## src/rtl/sat_cmd_sequencer_if.sv

```systemverilog
// Load/command bus of sat_cmd_sequencer.
//   master : host/test side, offers literals, start and the accelerator result.
//   slave  : the sequencer, returns handshake/status and the command stream.
//   Load     : lit_valid, lit_ready, lit_var[4:0], lit_neg, lit_last
//   Control  : start, busy, done, sat_result, err
//   Command  : stateVal[1:0], varPos[4:0], negCtrl, outSATRes
interface sat_cmd_sequencer_if;
    logic       lit_valid;
    logic       lit_ready;
    logic [4:0] lit_var;
    logic       lit_neg;
    logic       lit_last;
    logic       start;
    logic       busy;
    logic       done;
    logic       sat_result;
    logic       err;
    logic [1:0] stateVal;
    logic [4:0] varPos;
    logic       negCtrl;
    logic       outSATRes;

    modport master (
        output lit_valid, lit_var, lit_neg, lit_last, start, outSATRes,
        input  lit_ready, busy, done, sat_result, err, stateVal, varPos, negCtrl
    );

    modport slave (
        input  lit_valid, lit_var, lit_neg, lit_last, start, outSATRes,
        output lit_ready, busy, done, sat_result, err, stateVal, varPos, negCtrl
    );
endinterface

```

## src/rtl/sat_cmd_sequencer.sv

```systemverilog
// Host-side command generator for the SAT accelerator. Stores CNF literals
// loaded over a valid/ready port and, on start, replays them as the command
// stream {stateVal, varPos, negCtrl}, then samples and reports outSATRes.
// Ports:
//   clk    : rising-edge clock
//   resetN : asynchronous active-low reset
//   bus    : sat_cmd_sequencer_if.slave (load port, control/status, command out)
module sat_cmd_sequencer #(
    parameter int unsigned N            = 4,
    parameter int unsigned DEPTH        = 16,
    parameter int unsigned RESET_CYCLES = 6,
    parameter int unsigned RESULT_LAT   = 2
) (
    input logic               clk,
    input logic               resetN,
    sat_cmd_sequencer_if.slave bus
);
    localparam int unsigned PtrW   = $clog2(DEPTH);
    localparam int unsigned CntW   = $clog2(DEPTH + 1);
    localparam int unsigned CycMax = (RESET_CYCLES > RESULT_LAT) ? RESET_CYCLES : RESULT_LAT;
    localparam int unsigned CycW   = (CycMax > 1) ? $clog2(CycMax) : 1;

    typedef enum logic [2:0] {StIdle, StRst, StLit, StCnf, StClr, StWait, StDone} state_e;

    state_e            state_q, state_d;
    logic [PtrW-1:0]   wr_ptr_q, wr_ptr_d, rd_ptr_q, rd_ptr_d, rd_ptr_inc;
    logic [CntW-1:0]   cnt_q, cnt_d;
    logic [CycW-1:0]   cyc_q, cyc_d;
    logic              err_q, err_d, sat_q, sat_d;
    logic [7:0]        cmd_q, cmd_d;
    logic [6:0]        mem_q [DEPTH];   // {var[4:0], neg, last}
    logic [6:0]        rd_entry, nx_entry;
    logic              lit_ready, hs, lit_ok, store, go, final_entry;

    assign lit_ready  = (state_q == StIdle) && (cnt_q != CntW'(DEPTH));
    assign hs         = bus.lit_valid && lit_ready;
    assign lit_ok     = 32'(bus.lit_var) < N;
    assign store      = hs && lit_ok;
    // A literal taken in the start cycle counts toward a non-empty store.
    assign go         = (state_q == StIdle) && bus.start && ((cnt_q != '0) || store);
    assign rd_ptr_inc = rd_ptr_q + PtrW'(1);
    assign rd_entry   = mem_q[rd_ptr_q];
    // Reading the entry just before wr_ptr means the store is exhausted;
    // this also holds for a full store where wr_ptr == rd_ptr at the start.
    assign final_entry = (rd_ptr_inc == wr_ptr_q);

    always_ff @(posedge clk) begin
        if (store) begin
            mem_q[wr_ptr_q] <= {bus.lit_var, bus.lit_neg, bus.lit_last};
        end
    end

    always_ff @(posedge clk or negedge resetN) begin
        if (!resetN) begin
            state_q  <= StIdle;
            wr_ptr_q <= '0;
            rd_ptr_q <= '0;
            cnt_q    <= '0;
            cyc_q    <= '0;
            err_q    <= 1'b0;
            sat_q    <= 1'b0;
            cmd_q    <= 8'h00;
        end else begin
            state_q  <= state_d;
            wr_ptr_q <= wr_ptr_d;
            rd_ptr_q <= rd_ptr_d;
            cnt_q    <= cnt_d;
            cyc_q    <= cyc_d;
            err_q    <= err_d;
            sat_q    <= sat_d;
            cmd_q    <= cmd_d;
        end
    end

    // Next-state logic.
    always_comb begin
        state_d = state_q;
        unique case (state_q)
            StIdle: if (go) state_d = StRst;
            StRst:  if (cyc_q == CycW'(RESET_CYCLES - 1)) state_d = StLit;
            StLit:  if (rd_entry[0] || final_entry) state_d = StCnf;
            StCnf:  state_d = StClr;
            StClr:  state_d = (rd_ptr_q != wr_ptr_q) ? StLit : StWait;
            StWait: if (cyc_q == CycW'(RESULT_LAT - 1)) state_d = StDone;
            StDone: state_d = StIdle;
            default: state_d = StIdle;
        endcase
    end

    // Store bookkeeping, phase counter and error flag.
    always_comb begin
        wr_ptr_d = wr_ptr_q;
        rd_ptr_d = rd_ptr_q;
        cnt_d    = cnt_q;
        err_d    = err_q;
        cyc_d    = '0;
        if (store) begin
            wr_ptr_d = wr_ptr_q + PtrW'(1);
            cnt_d    = cnt_q + CntW'(1);
        end
        if (hs && !lit_ok) err_d = 1'b1;
        if ((state_q == StIdle) && bus.start && !go) err_d = 1'b1;
        if (state_q == StLit) rd_ptr_d = rd_ptr_inc;
        if (state_q == StDone) begin
            wr_ptr_d = '0;
            rd_ptr_d = '0;
            cnt_d    = '0;
        end
        if (((state_q == StRst) && (state_d == StRst)) ||
            ((state_q == StWait) && (state_d == StWait))) begin
            cyc_d = cyc_q + CycW'(1);
        end
    end

    // Outputs: the command register is loaded with what the next state emits.
    always_comb begin
        nx_entry = mem_q[rd_ptr_d];
        cmd_d    = cmd_q;
        sat_d    = sat_q;
        unique case (state_d)
            StIdle:  cmd_d = cmd_q;
            StRst:   cmd_d = 8'h00;
            StLit:   cmd_d = {2'b01, nx_entry[6:2], nx_entry[1]};
            StCnf:   cmd_d = 8'h80;
            default: cmd_d = 8'hC0;
        endcase
        // Only WAIT enters DONE, so result and done appear together.
        if ((state_d == StDone) && (state_q != StDone)) sat_d = bus.outSATRes;
    end

    assign bus.lit_ready  = lit_ready;
    assign bus.busy       = (state_q != StIdle);
    assign bus.done       = (state_q == StDone);
    assign bus.sat_result = sat_q;
    assign bus.err        = err_q;
    assign bus.stateVal   = cmd_q[7:6];
    assign bus.varPos     = cmd_q[5:1];
    assign bus.negCtrl    = cmd_q[0];
endmodule

```

## src/flat_wrapper.sv

```systemverilog
// flat-port wrapper written by rule: the top's interface ports become plain ports
module sat_cmd_sequencer_flat 
#(
    parameter int unsigned N            = 4,
    parameter int unsigned DEPTH        = 16,
    parameter int unsigned RESET_CYCLES = 6,
    parameter int unsigned RESULT_LAT   = 2
)
  (clk, resetN, bus_lit_valid, bus_lit_var, bus_lit_neg, bus_lit_last, bus_start, bus_outSATRes, bus_lit_ready, bus_busy, bus_done, bus_sat_result, bus_err, bus_stateVal, bus_varPos, bus_negCtrl);
  sat_cmd_sequencer_if bus_i ();
  input logic clk;
  input logic resetN;
  input wire logic [$bits(bus_i.lit_valid)-1:0] bus_lit_valid;
  input wire logic [$bits(bus_i.lit_var)-1:0] bus_lit_var;
  input wire logic [$bits(bus_i.lit_neg)-1:0] bus_lit_neg;
  input wire logic [$bits(bus_i.lit_last)-1:0] bus_lit_last;
  input wire logic [$bits(bus_i.start)-1:0] bus_start;
  input wire logic [$bits(bus_i.outSATRes)-1:0] bus_outSATRes;
  output wire logic [$bits(bus_i.lit_ready)-1:0] bus_lit_ready;
  output wire logic [$bits(bus_i.busy)-1:0] bus_busy;
  output wire logic [$bits(bus_i.done)-1:0] bus_done;
  output wire logic [$bits(bus_i.sat_result)-1:0] bus_sat_result;
  output wire logic [$bits(bus_i.err)-1:0] bus_err;
  output wire logic [$bits(bus_i.stateVal)-1:0] bus_stateVal;
  output wire logic [$bits(bus_i.varPos)-1:0] bus_varPos;
  output wire logic [$bits(bus_i.negCtrl)-1:0] bus_negCtrl;
  assign bus_i.lit_valid = bus_lit_valid;
  assign bus_i.lit_var = bus_lit_var;
  assign bus_i.lit_neg = bus_lit_neg;
  assign bus_i.lit_last = bus_lit_last;
  assign bus_i.start = bus_start;
  assign bus_i.outSATRes = bus_outSATRes;
  assign bus_lit_ready = bus_i.lit_ready;
  assign bus_busy = bus_i.busy;
  assign bus_done = bus_i.done;
  assign bus_sat_result = bus_i.sat_result;
  assign bus_err = bus_i.err;
  assign bus_stateVal = bus_i.stateVal;
  assign bus_varPos = bus_i.varPos;
  assign bus_negCtrl = bus_i.negCtrl;
  sat_cmd_sequencer #(.N(N), .DEPTH(DEPTH), .RESET_CYCLES(RESET_CYCLES), .RESULT_LAT(RESULT_LAT)) u_core (.clk(clk), .resetN(resetN), .bus(bus_i));
endmodule
```

## config.mk

```make
export PLATFORM = sky130hd
export DESIGN_NAME = sat_cmd_sequencer_flat
export DESIGN_NICKNAME = d
export VERILOG_FILES = /design/src/rtl/sat_cmd_sequencer_if.sv /design/src/rtl/sat_cmd_sequencer.sv /design/src/flat_wrapper.sv
export SDC_FILE = /design/constraint.sdc
export NUM_CORES = 1
export LEC_CHECK = 0
export CAP_MARGIN = 20
export CORE_ASPECT_RATIO = 1.4
export CORE_UTILIZATION = 58
export DETAILED_ROUTE_END_ITERATION = 12
export PLACE_DENSITY = 0.77
export REMOVE_ABC_BUFFERS = 1
export SLEW_MARGIN = 20
export SYNTH_ARGS = -nofsm -noshare
export SYNTH_HDL_FRONTEND = slang
export SYNTH_SLANG_ARGS = --single-unit
export TNS_END_PERCENT = 1
```

## constraint.sdc

```tcl
create_clock -name clk -period 6.47 [get_ports clk]
set_input_delay 0.9705 -clock clk [delete_from_list [all_inputs] [get_ports clk]]
set_output_delay 0.9705 -clock clk [all_outputs]
set_load 0.02 [all_outputs]
```

==> impl_metrics.yaml, run 1 <==
placed_design:
  dpl.hpwl_um: 8410
  gp_congestion: 0.865
  io_buffer_count: 24
min_path:
  min_path_type: "register to register"
  hp-start: "u_core.bus.err"
yosys:
  synth_top_area_cell: "edfxtp_1"
  ys_warn_count: 0
  synth-main-ff-cell: "edfxtp_1"
  syn_avg_cell_area_um2: 14.7
  ys_async_sr_fraction_pct: 20.6
  synth_seq_cells: 141
  netlist_area_um2: 5970
  synth_cells: 407
  synth_cell_types: 50
  synth.area.top_cells: "edfxtp_1 56%, dfrtp_1 12%, mux2i_1 6.0%, nor2_1 2.1%, ha_1 1.9%"
  yosys.area.top_type_share_pct: 56.3
  ys_seq_area_share_pct: 68.5
  synth-edff-count: 112
final_layout:
  register_area_um2: 4090
  drive_above_1_share_pct: 11.6
  layout_commonest_cell: "edfxtp_1"
  final_nets: 457
  syn2layout_area_growth_pct: 14.5
  antenna-diode-count: 0
  final_cell_mix: "112 x edfxtp_1, 36 x mux2i_1, 34 x nor2_1, 29 x dfrtp_1, 27 x nand2_1"
  multi_input_comb_area_um2: 1750
  n_fill_cell: 690
cts:
  holdBufCountCts: 0
  root_buffer: "clkbuf_16"
  cts_sinks: 141
  htreeDepth: 4
  clock_path_buffers: 2
  cts_buffers: 17
  path_clk_slew_ps: 60
  insertion_delay_ps: 420
  cts-resized-gates: 0
  cts_setup_buffers: 0
  cts_tree: "built"
setup_path:
  cp_max_fo: 17
  startpoint_type: "input pin"
  rr_startpoint: "u_core.rd_ptr_q[0]"
  cp-end-kind: "register"
  required_ps: 6510
  crit_type: "input pin to register"
  crit_start: "bus_lit_var[3]"
  cp.arrival_ps: 4170
floorplan:
  die_w_um: 87.8
  coreArea_um2: 9950
  start_util_pct: 60.0
  pin_count: 25
  rows: 43
  dieArea_um2: 10700
  die_h_um: 122
sta:
  timing.slew.headroom_pct: 33.6
  finalCritPeriodShare_pct: 63.9
  max_freq_mhz: 242
  holdWs_ps: 463
  finalSetupViolCount: 0
  final-max-slew-violation-count: 0
  finalSetupTns_ps: 0
  worst_pin_slew_ps: 988
  rsz0062_at_grt: "no"
  finalHoldViolCount: 0
  clock_skew_ps: 8.95
  fin_crit_ps: 4130
global_route:
  grt.total_usage_pct: 26.1
  grt_first_pass_wirelength_um: 19700
  grt_max_degree: 32
  grt_pass1_vias: 3630
  antenna_found_initial: 0
  overflow: 0
routing:
  drc: 0
  firstDrtPassIters: 5
  drtIter0Drc: 502
  wl_per_cell_um: 21.7
  ant_nets: 0
  vias_per_cell: 6.17
  totalWireLength_um: 12700
  vias: 3603
status:
  status: "finished, final reports clean"
power:
  ir_worst_vdd_mv: 0.256
  p_per_area_nw_per_um2: 429
  p_leak_nw: 2.39
run:
  max_cap_violations: 0
==> cell usage after synthesis (6+ instances only) <==
cell type and instances:
xor2_1 12, nor2_1 34, nand3_1 19, dfrtp_1 29
clkbuf_1 8, buf_2 6, a222oi_1 6, a221oi_1 6
nor3_1 7, inv_1 9, ha_1 9, a32oi_1 6
nand2_1 27, edfxtp_1 112, a22oi_1 6, a21boi_2 6
o21ai_0 12, mux2i_1 36
==> layer usage <==
| metal | share of wire (%) | track usage (%) | vias up |
|---|---|---|---|
| met5 | 0 | 0 | - |
| met4 | 2.9 | 10.6 | 0 |
| met3 | 7.2 | 7.79 | 32 |
| met2 | 51 | 43.2 | 184 |
| met1 | 39 | 31.9 | 1778 |
| li1 | - | - | 1609 |
==> worst paths after layout <==
check / endpoint / slack (ps) / depth (start not counted)
worst max register to register: u_core.cmd_q[1] / 3180 / 8
min in group asynchronous: u_core.cmd_q[7] / 950 / 2
worst min-delay path: u_core.bus.err / 460 / 1
worst min register to register: u_core.bus.err / 460 / 1
max in group asynchronous: u_core.cnt_q[4] / 5250 / 2
worst max-delay path: u_core.mem_q[0][3] / 2340 / 5
==> layout make-up <==
cell class	count	area share [%]
multi-input cells	238	25.6
inverters	11	0.604
well taps	135	2.47
clock inverters	15	1.48
repair buffers	27	3.84
clock buffers	17	6.22
flip-flops and latches	141	59.8
==> metrics by stage <==
step	cell area (um^2)	utilization, %	instances	worst slack, ps	power [mW]
global route	6840	68.7	584	2020	3.07
CTS	6840	68.7	584	2310	2.93
global placement	6310	63.4	552	2050	2.04
finish	6840	68.7	584	2340	2.93
detailed placement	6310	63.4	552	1910	2.07
floorplan	5880	-	390	3450	1.78
==> cell families (layout without fill, tap and decap cells) <==
group | Yosys count | after routing | synth area share (%)
xor gates and xnor gates | 17 | 17 | 2.49
AOI/OAI and AO/OA | 59 | 59 | 7.56
adders and majority gates | 9 | 9 | 1.89
DFF | 141 | 141 | 68.5
muxes | 42 | 42 | 8.30
buffers and inverters | 28 | 70 | 2.20
and+or+nand+nor | 111 | 111 | 9.07
==> registers in the layout, indices dropped and copies added (netlist names) <==
register / cells
u_core.cmd_q: 8
u_core.bus.err: 1
u_core.state_q: 3
u_core.rd_ptr_q: 4
u_core.mem_q: 112
u_core.cnt_q: 5
u_core.bus.sat_result: 1
u_core.wr_ptr_q: 4
u_core.cyc_q: 3
==> power breakdown <==
part / switching, mW / internal (mW)
sequential: 0.105 / 1.04
clock: 0.364 / 0.485
combinational: 0.552 / 0.381
==> critical path, stage by stage <==
cell,delay [ps]
clkdlybuf4s50_1,770
nor4b_1,630
and2_0,690
nand2_1,320
nor3_1,790
No activity file was read; power rests on OpenSTA's default activity.
==> inputs of run 2 (changes only) <==
==> constraint.sdc (replaced) <==
create_clock -name clk -period 4.2 [get_ports clk]
set_input_delay 0.63 -clock clk [delete_from_list [all_inputs] [get_ports clk]]
set_output_delay 0.63 -clock clk [all_outputs]
set_load 0.02 [all_outputs]
==> impl_metrics.yaml, run 2 (same netlist as run 1, synthesis figures left out) <==
setup_path:
  crit_start: "u_core.rd_ptr_q[1]"
  required_ps: 4530
  ff2ff_path_depth: 8
  r2r_end: "u_core.cmd_q[1]"
  crit_type: "register to register"
  cp.arrival_ps: 3540
  cp-end-kind: "register"
  startpoint_type: "register"
  ff2ff_setup_slack_ps: 990
  rr_startpoint: "u_core.rd_ptr_q[1]"
  cp_max_fo: 31
global_route:
  grt_first_pass_wirelength_um: 19600
  grt_max_degree: 32
  antenna_found_initial: 0
  grt_pass1_vias: 3682
  overflow: 0
  grt.total_usage_pct: 25.8
routing:
  vias: 3664
  firstDrtPassIters: 8
  drc: 0
  ant_nets: 0
  wl_per_cell_um: 21.1
  totalWireLength_um: 12600
  vias_per_cell: 6.17
  drtIter0Drc: 430
cts:
  cts_tree: "built"
  cts_buffers: 17
  root_buffer: "clkbuf_16"
  htreeDepth: 4
  cts_setup_buffers: 0
  path_clk_slew_ps: 60
  cts_sinks: 141
  cts-resized-gates: 0
  insertion_delay_ps: 420
  holdBufCountCts: 0
  clock_path_buffers: 2
power:
  p_per_area_nw_per_um2: 676
  finalPower_mw: 4.73
  seq_power_share_pct: 37.0
  sw_frac_of_total_pct: 33.2
  p_leak_nw: 2.48
  p_sw_mw: 1.57
  clkPwrFrac_pct: 32.1
  p_comb_share_pct: 30.9
  ir_worst_vdd_mv: 0.483
  internal_power_mw: 3.16
placed_design:
  io_buffer_count: 24
  gp_congestion: 0.889
  place_ws_ps: 988
  placedCellCount: 562
  dpl.hpwl_um: 8590
sta:
  fin_crit_ps: 3210
  max_freq_mhz: 312
  worst_pin_slew_ps: 1120
  timing.slew.headroom_pct: 24.7
  finalSetupTns_ps: 0
  finalCritPeriodShare_pct: 76.4
  finalHoldViolCount: 0
  final-max-slew-violation-count: 0
  rsz0062_at_grt: "no"
  finalSetupViolCount: 0
  clock_skew_ps: 6.99
  fin_ws_ps: 993
min_path:
  hold_path_end: "u_core.bus.err"
  hold_depth: 1
  min_path_type: "register to register"
  hp-start: "u_core.bus.err"
floorplan:
  coreArea_um2: 9950
  dieArea_um2: 10700
  pin_count: 25
  die_w_um: 87.8
  rows: 43
  start_util_pct: 60.0
  die_h_um: 122
final_layout:
  top_register: "u_core.mem_q"
  final_cell_mix: "112 x edfxtp_1, 36 x mux2i_1, 34 x nor2_1, 29 x dfrtp_1, 27 x nand2_1"
  largestRegisters: "u_core.mem_q: 112 flops, u_core.cmd_q: 8 flops, u_core.cnt_q: 5 flops"
  syn2layout_area_growth_pct: 17.2
  layout_commonest_cell: "edfxtp_1"
  largest_reg_flops: 112
  finish.cell_count_without_fillers: 594
  antenna-diode-count: 0
  final_nets: 467
  drive_above_1_share_pct: 13.3
run:
  max_cap_violations: 0
status:
  status: "finished, final reports clean"
==> run 2: cell types whose count changed in the layout (fill, tap and decap cells not counted), moves of 2 or more <==
cell	previous run	this run
clkinvlp_4	5	3
bufinv_16	0	3
clkinv_2	5	1
inv_6	1	3
buf_4	3	13
==> run 2: stage by stage <==
stage	instance area [um^2]	utilization (%)	hold WS, ps
finish	7000	70.3	459
global route	7000	70.3	492
CTS	7000	70.3	465
detailed placement	6390	64.2	455
global placement	6390	64.2	444
floorplan	5880	-	334
==> run 2: layer usage <==
metal  routed length (um)  global-route usage [%]  vias to the layer above
met3                  805                    6.03                       32
li1                     -                       -                     1629
met4                  427                    12.4                        0
met5                    0                       0                        -
met2                 6310                    41.5                      175
met1                 5020                    33.0                     1828
==> run 2: power by group through the flow <==
stage | combinational, mW | sequential (mW) | clock (mW)
4_1_cts | 1.46 | 1.74 | 1.53
5_1_grt | 1.58 | 1.76 | 1.59
6_report | 1.46 | 1.75 | 1.52
3_3_place_gp | 1.41 | 1.76 | 0
3_5_place_dp | 1.44 | 1.77 | 0
2_1_floorplan | 0.958 | 1.78 | 0
==> run 2: area by class of cell <==
class                           count  area, um^2
Clock inverter                     13         165
Tap cell                          135         169
Inverter                           11        41.3
Timing Repair Buffer               37         338
Fill cell                         643        2960
Sequential cell                   141        4090
Multi-Input combinational cell    238        1750
Clock buffer                       19         443
==> run 2: worst max-delay path: stages (launching register included) <==
cell and delay, ps:
dfrtp_1 620, ha_1 340, and3_1 180, a21oi_2 300, inv_2 380, mux2i_1 240, a222oi_1 610, a32oi_1 230
a21boi_2 210
==> run 2: how the worst max path moves through the flow <==
stage                          to
6_report          u_core.cmd_q[1]
3_3_place_gp   u_core.mem_q[7][5]
5_1_grt           u_core.cmd_q[1]
3_5_place_dp   u_core.mem_q[5][5]
2_1_floorplan  u_core.mem_q[3][0]
4_1_cts           u_core.cmd_q[1]
==> inputs of run 3 (changes only) <==
==> constraint.sdc (replaced) <==
create_clock -name clk -period 3.2 [get_ports clk]
set_input_delay 0.48 -clock clk [delete_from_list [all_inputs] [get_ports clk]]
set_output_delay 0.48 -clock clk [all_outputs]
set_load 0.02 [all_outputs]
==> impl_metrics.yaml, run 3 (same netlist as run 1, synthesis figures left out) <==
sta:
  finalCritPeriodShare_pct: 83.8
  clock_skew_ps: 6.18
  fin_crit_ps: 2680
  finalSetupViolCount: 0
  max_freq_mhz: 373
  worst_pin_slew_ps: 935
  final-max-slew-violation-count: 0
  finalHoldViolCount: 0
  timing.slew.headroom_pct: 37.0
  rsz0062_at_grt: "no"
  finalSetupTns_ps: 0
  holdWs_ps: 463
final_layout:
  antenna-diode-count: 0
  finish.cell_count_without_fillers: 612
  largestRegisters: "u_core.mem_q: 112 flops, u_core.cmd_q: 8 flops, u_core.cnt_q: 5 flops"
  stdcell_area_um2: 7060
  n_fill_cell: 652
  multi_input_comb_area_um2: 1750
  drive_above_1_share_pct: 16.8
  syn2layout_area_growth_pct: 18.2
  largest_reg_flops: 112
  fin_util_pct: 70.9
  top_register: "u_core.mem_q"
  register_area_um2: 4090
  layout_commonest_cell: "edfxtp_1"
  final_cell_mix: "112 x edfxtp_1, 36 x mux2i_1, 34 x nor2_1, 31 x buf_4, 29 x dfrtp_1"
  final_nets: 485
power:
  p_per_area_nw_per_um2: 856
  ir_worst_vdd_mv: 0.460
  p_leak_nw: 2.54
placed_design:
  placedCellCount: 580
  post_dp_cell_area_um2: 6520
  io_buffer_count: 24
  gp_congestion: 0.871
  dpl.hpwl_um: 8870
floorplan:
  coreArea_um2: 9950
  rows: 43
  start_util_pct: 60.0
  die_h_um: 122
  die_w_um: 87.8
  dieArea_um2: 10700
  pin_count: 25
global_route:
  overflow: 0
  antenna_found_initial: 0
  grt_pass1_vias: 3650
  grt_max_degree: 30
  grt_first_pass_wirelength_um: 20400
  grt.total_usage_pct: 27.0
routing:
  wl_per_cell_um: 21.7
  drc: 0
  drtIter0Drc: 359
  vias: 3717
  totalWireLength_um: 13300
  ant_nets: 0
  vias_per_cell: 6.07
  firstDrtPassIters: 6
status:
  status: "finished, final reports clean"
setup_path:
  crit_type: "register to register"
  startpoint_type: "register"
  cp_max_fo: 24
  cp-end-kind: "register"
  cp.arrival_ps: 2980
  required_ps: 3500
run:
  max_cap_violations: 0
cts:
  path_clk_slew_ps: 60
  cts_buffers: 17
  htreeDepth: 4
  cts-resized-gates: 0
  holdBufCountCts: 0
  root_buffer: "clkbuf_16"
  cts_tree: "built"
  cts_sinks: 141
  clock_path_buffers: 2
  insertion_delay_ps: 410
  cts_setup_buffers: 0
min_path:
  min_path_type: "input pin to async pin"
==> run 3: cell count changes in the layout (fill, tap and decap cells not counted) <==
cell / previous run / this run
clkbuf_8: 1 / 0
clkbuf_1: 1 / 0
clkinv_2: 1 / 2
inv_6: 3 / 6
clkinvlp_4: 3 / 6
bufinv_16: 3 / 0
clkinv_4: 2 / 0
buf_4: 13 / 31
==> run 3: final timing paths <==
check | from | end | slack (ps) | cells after the start
worst min register to register | u_core.cyc_q[0] | u_core.cyc_q[0] | 470 | 1
worst min-delay path | resetN | u_core.state_q[0] | 460 | 2
worst max-delay path | u_core.state_q[1] | u_core.cmd_q[5] | 520 | 9
max in group asynchronous | resetN | u_core.wr_ptr_q[1] | 2460 | 2
min in group clk | u_core.cyc_q[0] | u_core.cyc_q[0] | 470 | 1
worst max register to register | u_core.state_q[1] | u_core.cmd_q[5] | 520 | 9
==> run 3: stage by stage <==
step	setup WS, ps	total power [mW]
after floorplan	234	3.60
after global placement	533	4.22
after detailed placement	523	4.28
after CTS	539	6.05
after global routing	325	6.32
final	518	6.05
==> run 3: worst max-delay path: stages, from the launching register on <==
cell and delay, ps:
dfrtp_1 450, nor2b_1 300, and3_1 240, a21oi_2 50
inv_2 460, buf_4 280, mux2i_1 270, a222oi_1 110
a32oi_1 300, a21boi_2 80
==> run 3: final cells by class <==
class,count,area share (%)
clock inverter,15,1.58
sequential,141,57.9
tap,135,2.39
timing repair buffer,55,6.70
clock buffer,17,6.03
multi-input combinational,238,24.8
inverter,11,0.585
==> run 3: routing by layer <==
metal / global-route usage [%] / wire length, um / vias up
li1: - / - / 1665
met1: 33.5 / 5190 / 1845
met2: 44.3 / 6870 / 179
met3: 7.79 / 888 / 28
met4: 11.1 / 326 / 0
met5: 0 / 0 / -
==> run 3: power by group <==
| group | total, mW | internal, mW | switching [mW] | leakage (nW) |
|---|---|---|---|---|
| logic | 2.00 | 0.835 | 1.17 | 0.907 |
| clock network | 1.77 | 0.996 | 0.779 | 0.247 |
| registers | 2.27 | 2.11 | 0.155 | 1.38 |
| total | 6.05 | 3.94 | 2.10 | 2.54 |
